## config.mk

```make
export PLATFORM = sky130hd
export DESIGN_NAME = ex_operand_stage
export DESIGN_NICKNAME = d
export VERILOG_FILES = /design/src/rtl/ex_operand_stage.sv
export SDC_FILE = /design/constraint.sdc
export NUM_CORES = 1
export LEC_CHECK = 0
export BUFFER_PORTS_ARGS = -buffer_cell sky130_fd_sc_hd__buf_2
export CAP_MARGIN = 10
export CORE_UTILIZATION = 44
export DETAILED_ROUTE_END_ITERATION = 7
export PLACE_DENSITY = 0.88
export SLEW_MARGIN = 15
export SYNTH_ARGS = -nofsm -noshare
export SYNTH_HDL_FRONTEND = slang
export SYNTH_SLANG_ARGS = --single-unit
```

## constraint.sdc

```tcl
create_clock -name clk -period 2.06 [get_ports clk]
set_input_delay 0.309 -clock clk [delete_from_list [all_inputs] [get_ports clk]]
set_output_delay 0.309 -clock clk [all_outputs]
set_load 0.05 [all_outputs]
```

## src/rtl/ex_operand_stage.sv

```systemverilog
// rtl/ex_operand_stage.sv - ID/EX pipeline register with EX/MEM and MEM/WB operand forwarding.
// Optional HAZARD_DETECT_EN adds in-block load-use detection and self-inserted bubbles.
module ex_operand_stage #(
   parameter int WIDTH = 32
) (
   input  logic             clk,
   input  logic             reset,
   input  logic             id_valid,
   input  logic [WIDTH-1:0] id_pc,
   input  logic [WIDTH-1:0] id_rs1_data,
   input  logic [WIDTH-1:0] id_rs2_data,
   input  logic [WIDTH-1:0] id_imm,
   input  logic [4:0]       id_rs1,
   input  logic [4:0]       id_rs2,
   input  logic [4:0]       id_rd,
   input  logic [3:0]       id_alu_ctrl,
   input  logic             id_unsign,
   input  logic             id_src_a_pc,
   input  logic             id_src_b_imm,
   input  logic             id_reg_write,
   input  logic             id_mem_read,
   input  logic             id_mem_write,
   input  logic             stall,
   input  logic             flush,
   input  logic [4:0]       mem_rd,
   input  logic             mem_reg_write,
   input  logic [WIDTH-1:0] mem_result,
   input  logic [4:0]       wb_rd,
   input  logic             wb_reg_write,
   input  logic [WIDTH-1:0] wb_result,
   output logic [WIDTH-1:0] ex_a,
   output logic [WIDTH-1:0] ex_b,
   output logic [3:0]       ex_alu_ctrl,
   output logic             ex_unsign,
   output logic [WIDTH-1:0] ex_store_data,
   output logic             ex_valid,
   output logic             ex_reg_write,
   output logic             ex_mem_read,
   output logic             ex_mem_write,
   output logic [4:0]       ex_rd,
   output logic             load_use_stall
);

   typedef struct packed {
      logic             valid;
      logic             reg_write;
      logic             mem_read;
      logic             mem_write;
      logic             unsign;
      logic             src_a_pc;
      logic             src_b_imm;
      logic [3:0]       alu_ctrl;
      logic [4:0]       rd;
      logic [4:0]       rs1;
      logic [4:0]       rs2;
      logic [WIDTH-1:0] pc;
      logic [WIDTH-1:0] rs1_data;
      logic [WIDTH-1:0] rs2_data;
      logic [WIDTH-1:0] imm;
   } idex_t;

   idex_t            idex_q, idex_d;
   logic             bubble;
   logic [WIDTH-1:0] fwd_rs1, fwd_rs2;

`ifdef HAZARD_DETECT_EN
   assign load_use_stall = idex_q.valid & idex_q.mem_read & id_valid & (idex_q.rd != 5'd0) &
                           ((idex_q.rd == id_rs1) | (idex_q.rd == id_rs2));
`else
   assign load_use_stall = 1'b0;
`endif

   // A detected load-use hazard is handled exactly like an external flush.
   assign bubble = flush | load_use_stall;

   always_comb begin
      idex_d = idex_q;
      if (bubble || !stall) begin
         idex_d.valid     = id_valid;
         idex_d.reg_write = id_valid & id_reg_write;
         idex_d.mem_read  = id_valid & id_mem_read;
         idex_d.mem_write = id_valid & id_mem_write;
         idex_d.unsign    = id_unsign;
         idex_d.src_a_pc  = id_src_a_pc;
         idex_d.src_b_imm = id_src_b_imm;
         idex_d.alu_ctrl  = id_alu_ctrl;
         idex_d.rd        = id_rd;
         idex_d.rs1       = id_rs1;
         idex_d.rs2       = id_rs2;
         idex_d.pc        = id_pc;
         idex_d.rs1_data  = id_rs1_data;
         idex_d.rs2_data  = id_rs2_data;
         idex_d.imm       = id_imm;
      end
      if (bubble) begin
         idex_d.valid     = 1'b0;
         idex_d.reg_write = 1'b0;
         idex_d.mem_read  = 1'b0;
         idex_d.mem_write = 1'b0;
         idex_d.rd        = 5'd0;
         idex_d.alu_ctrl  = 4'b0000;
      end
   end

   always_ff @(posedge clk) begin
      if (reset) begin
         idex_q <= '0;
      end else begin
         idex_q <= idex_d;
      end
   end

   // MEM beats WB; x0 never forwards. Re-resolved every cycle, including while stalled.
   assign fwd_rs1 = (mem_reg_write && (mem_rd != 5'd0) && (mem_rd == idex_q.rs1)) ? mem_result :
                    (wb_reg_write  && (wb_rd  != 5'd0) && (wb_rd  == idex_q.rs1)) ? wb_result  :
                    idex_q.rs1_data;
   assign fwd_rs2 = (mem_reg_write && (mem_rd != 5'd0) && (mem_rd == idex_q.rs2)) ? mem_result :
                    (wb_reg_write  && (wb_rd  != 5'd0) && (wb_rd  == idex_q.rs2)) ? wb_result  :
                    idex_q.rs2_data;

   assign ex_a          = idex_q.src_a_pc  ? idex_q.pc  : fwd_rs1;
   assign ex_b          = idex_q.src_b_imm ? idex_q.imm : fwd_rs2;
   assign ex_store_data = fwd_rs2;
   assign ex_alu_ctrl   = idex_q.alu_ctrl;
   assign ex_unsign     = idex_q.unsign;
   assign ex_valid      = idex_q.valid;
   assign ex_reg_write  = idex_q.reg_write;
   assign ex_mem_read   = idex_q.mem_read;
   assign ex_mem_write  = idex_q.mem_write;
   assign ex_rd         = idex_q.rd;

endmodule
```

-- Yosys cells after proc, flatten, opt, wreduce, memory -nomap -nowiden
Index checks and enable logic that the tools add are counted.
- mux-type cells: 6
- bitwise logic cells: 3
- equal/unequal tests: 4
- reduce and logical (&&, ||, !) cells: 11
- operators by type and width (cell ; count):
    $mux 32 ; 6
    $eq 5x5->1 ; 4
    $reduce_bool 5->1 ; 2
    $logic_and 1x1->1 ; 6
    $and 1x1->1 ; 3
    $reduce_or 2->1 ; 1
    $logic_not 1->1 ; 1
    $logic_or 1x1->1 ; 1
- register bits after elaboration: 154
- output and inout bits: 111
- input bits: 234
- logic and storage cells: 39

-- Longest topological paths before layout
- depth in word-level cells: 6
- depth in mapped cells: 8
- mapped depth without buffers: 5

-- Worst setup path after synthesis
No wires, ideal clock.
- kind: input port to output port
- start point: input port mem_rd[1]
- end point: output port ex_a[12]
- cell stages on the path: 7
- arrival: 2.776 ns
- required time: 1.751 ns
- setup slack: -1.025 ns
- buffers on the path: 2
- cells stage by stage: or4_4 o2111ai_1 or4_1 buf_2 clkbuf_1 nor3_1 a221oi_1
- cells in the longest elaborated chain, start to end: 5
- elaborated cells on any way between the ends: 6
- those cells by class: eq/ne (1); mux (2); reduce/logical (3)
- ends and longest elaborated chain (what ; RTL line ; text):
    start, declared ; 25 ; input logic [4:0] mem_rd,
    $reduce_bool 5->1 ; 114 ; assign fwd_rs1 = (mem_reg_write && (mem_rd != 5'd0) && (mem_rd == idex_q.rs1)) ? mem_result :
    $logic_and 1x1->1 ; 114 ;
    $logic_and 1x1->1 * ; 114 ;
    $mux 32 * ; 114 ;
    $mux 32 * ; 121 ; assign ex_a = idex_q.src_a_pc ? idex_q.pc : fwd_rs1;
    end, declared ; 31 ; output logic [WIDTH-1:0] ex_a,
Mark *: on every way between the ends. The rest lies on a longest branch, timed or not.

-- Worst setup path in the final report
- start point: register idex_q[130] in the netlist's numbering
- end point: output port ex_b[24]
- cells in the longest elaborated chain, start to end: 5
- elaborated cells on any way between the ends: 7
- those cells by class: eq/ne (2); mux (3); reduce/logical (2)
- ends and longest elaborated chain (what ; RTL line ; text):
    start, declared ; 62 ; idex_t idex_q, idex_d;
    start signal, assigned ; 109 ; idex_q <= idex_d;
    $eq 5x5->1 ; 118 ; (wb_reg_write && (wb_rd != 5'd0) && (wb_rd == idex_q.rs2)) ? wb_result :
    $logic_and 1x1->1 ; 118 ;
    $mux 32 ; 118 ;
    $mux 32 * ; 117 ; assign fwd_rs2 = (mem_reg_write && (mem_rd != 5'd0) && (mem_rd == idex_q.rs2)) ? mem_result :
    $mux 32 * ; 122 ; assign ex_b = idex_q.src_b_imm ? idex_q.imm : fwd_rs2;
    end, declared ; 32 ; output logic [WIDTH-1:0] ex_b,
Marked as above.

==> out/qor.txt <==
status: finished with violations
failing checks: design-rule violations, negative setup slack
Placed Instances: 1671
Seq pwr share: 32.8%
setup ws final: -0.945 ns
# rows: 50
asr flop ratio synth: 0%
number of synthesized flops with an enable pin: 0
synth top area cells: dfxtp_1 36%, nand2_1 14%, a21oi_1 8.8%, mux2i_1 4.8%, o31ai_2 4.3%
Net Sw Frac: 36.0%
Die H: 141 um
I/O pin count: 345
clk root buf: clkbuf_16
vias in the first global route: 10.6k
Clock Sinks: 154
clock power share: 34.1%
post-synthesis cell type count: 38
YS warnings: 0
area after detailed placement: 0.0124 mm2
Pwr Density: 708 mW/mm2
required time worst endpoint: 1.75 ns
Clock Latency Late Sink: 0.43 ns
Initial DRT Pass Iterations: 8
H-tree Lvls: 4
CP startpoint kind: flop
Final Wtd Congestion: 0.884
CTS Hold Bufs: 0
post-synthesis net count: 1355
die area: 0.0198 mm2
DRT iter0 DRCs: 928
TritonCTS clock tree: yes
hpwl dp: 25300 um
gr ovfl total: 0
final instance area: 0.0142 mm2
CORE AREA: 0.0188 mm2
crit-path max FO: 8
Yosys top cell area share: 36.4%
clock skew: 0 ns
Top FF cell, synth: dfxtp_1
worst vdd ir: 0.609 mV
Final setup viols: 96
average routed wire per standard cell: 22.3 um
RSZ-0062 raised after global routing: true
Seq/Total Area, Yosys: 36.4%
Net Switching: 0.00363 W
worst min path class: in2reg
nets: 1712
Die X: 141 um
worst path arrival time: 2.70 ns
combinational power share: 33.0%
Clock transition at path regs: 0.07 ns
CTS buffer count: 17
Post-Route WL: 38600 um
most frequent cell after synthesis: nand2_1
Global Route Usage Sum: 37.8%
fin crit period: 3.01 ns
clk buf depth: 2
global-route wire length before repair: 57800 um
share of cells above drive strength 1: 46.8%
max frequency: 333 MHz
IO Port Bufs: 343
layout filler cell count: 1185
pin count of the biggest net entering global routing: 142
DRT antenna net count: 0
syn_area_per_cell: 7.56 um2
initial core utilization: 45.1%
maxcap violations: 0
worst relative slew slack: 52.4%
Leak: 5.91 nW
max-slew violation count: 0
part of the cycle the worst path needs: 146%
most frequent cells after synthesis: 320 x nand2_1, 154 x dfxtp_1, 149 x a21oi_1
initial antenna violation count: 6
DRC violation count after routing: 20
Final Non-Filler Cells: 1731
Yosys reg bits: 154
cell area after synthesis: 0.00847 mm2
via count: 10.4k
layout overhead on the synthesized area: 68.1%
Internal: 0.00645 W
Final Hold Violating Endpoints: 0
CP Capture Type: primary output
critical path class: reg2out
Total Power: 0.0101 W
worst slew pin tran: 0.713 ns
Syn Inst Count: 1121
Avg Vias per Cell: 6.03
Synth area leader: dfxtp_1
-- through the flow --
step                      util (%)  TNS, ns  worst slack (ns)  hold WS (ns)
after floorplan                  -   -23.78            -0.411         0.427
after global placement        65.9   -43.97            -0.585         0.435
after detailed placement      65.9   -48.59            -0.696         0.443
after CTS                     74.9   -71.05            -0.937        0.0982
after global routing          75.8   -78.06            -0.991         0.110
final                         75.9   -73.71            -0.945         0.106
-- per-layer routing --
metal	vias up	share of wire, %	track usage (%)
met5	-	0.034	0
met4	2	5.8	23.9
met3	204	8.9	9.27
met2	731	48	62.9
met1	4910	37	43.7
li1	4590	-	-
-- worst max-delay path, stage by stage, from the launching register on --
cell     delay [ns]
dfxtp_2        0.35
xor2_4         0.18
or4b_4         0.56
buf_12         0.17
buf_12         0.15
o31ai_4        0.24
a31oi_4        0.15
mux2_4         0.30
buf_6          0.15
-- placed cells by master (no fill, tap or decap), drive strengths merged, types with 2 or more instances in the layout --
| master | netlist | layout |
|---|---|---|
| bufinv | 0 | 3 |
| a31oi | 30 | 30 |
| o31a | 2 | 2 |
| nand2 | 320 | 320 |
| nor4 | 31 | 31 |
| xnor2 | 10 | 10 |
| or4 | 2 | 2 |
| mux2 | 30 | 30 |
| nand3 | 33 | 33 |
| nand4 | 2 | 2 |
| a211oi | 2 | 2 |
| o31ai | 36 | 36 |
| or2 | 3 | 3 |
| nor2 | 16 | 16 |
| inv | 28 | 36 |
| buf | 41 | 460 |
| mux2i | 41 | 41 |
| a21oi | 149 | 149 |
| xor2 | 10 | 10 |
| dfxtp | 154 | 154 |
| clkbuf | 81 | 17 |
| clkinv | 0 | 3 |
| nor2b | 2 | 2 |
| a221oi | 28 | 28 |
| diode | 0 | 6 |
| nor3 | 60 | 60 |
| nand2b | 5 | 5 |
-- layout make-up --
cell class | count | area [um2] | area share (%)
sequential | 154 | 3100 | 21.7
clock inverter | 15 | 205 | 1.44
clock buffer | 17 | 425 | 2.99
multi-input combinational | 817 | 6490 | 45.6
antenna | 6 | 15.0 | 0.105
inverter | 28 | 105 | 0.738
timing repair buffer | 460 | 3610 | 25.4
tap | 234 | 293 | 2.06
-- worst paths after layout --
kind,startpoint,end,slack [ns],cells past startpoint
setup / recovery,idex_q[130],ex_b[24],-0.95,8
hold / removal,id_alu_ctrl[1],ex_alu_ctrl[1],0.11,3
setup reg to reg,idex_q[147],idex_q[147],1.09,3
hold reg to reg,idex_q[109],idex_q[109],0.45,2
-- power groups by stage --
stage / registers, W / clock network [W] / logic, W
2_1_floorplan: 0.00332 / 0 / 0.00196
3_3_place_gp: 0.00335 / 0 / 0.00280
3_5_place_dp: 0.00336 / 0 / 0.00284
4_1_cts: 0.00330 / 0.00345 / 0.00322
5_1_grt: 0.00333 / 0.00360 / 0.00344
6_report: 0.00331 / 0.00344 / 0.00333
-- state kept, by name, summed over array words and instances (netlist names) --
name          flops
idex_q          140
ex_rd             5
ex_reg_write      1
ex_mem_write      1
ex_valid          1
ex_mem_read       1
ex_unsign         1
ex_alu_ctrl       4
-- timing repair --
action | in CTS | in global routing
endpoints found under the setup margin | 96 | 96
resized for setup | 248 | 19
buffers inserted | 12 | 11
cloned | 2 | 0
pin swaps | 8 | 15
-- cells by family (layout without fill, tap and decap cells) --
group / count (synthesis) / after routing / synth area share [%]
AOI/OAI and AO/OA: 249 / 249 / 20.6
xor gates and xnor gates: 20 / 20 / 2.07
buffers and inverters: 150 / 520 / 7.83
DFF: 154 / 154 / 36.4
muxes: 71 / 71 / 8.83
other: 1 / 7 / 0.0443
and+or+nand+nor: 476 / 476 / 24.2
No activity file was read; power rests on OpenSTA's default activity.
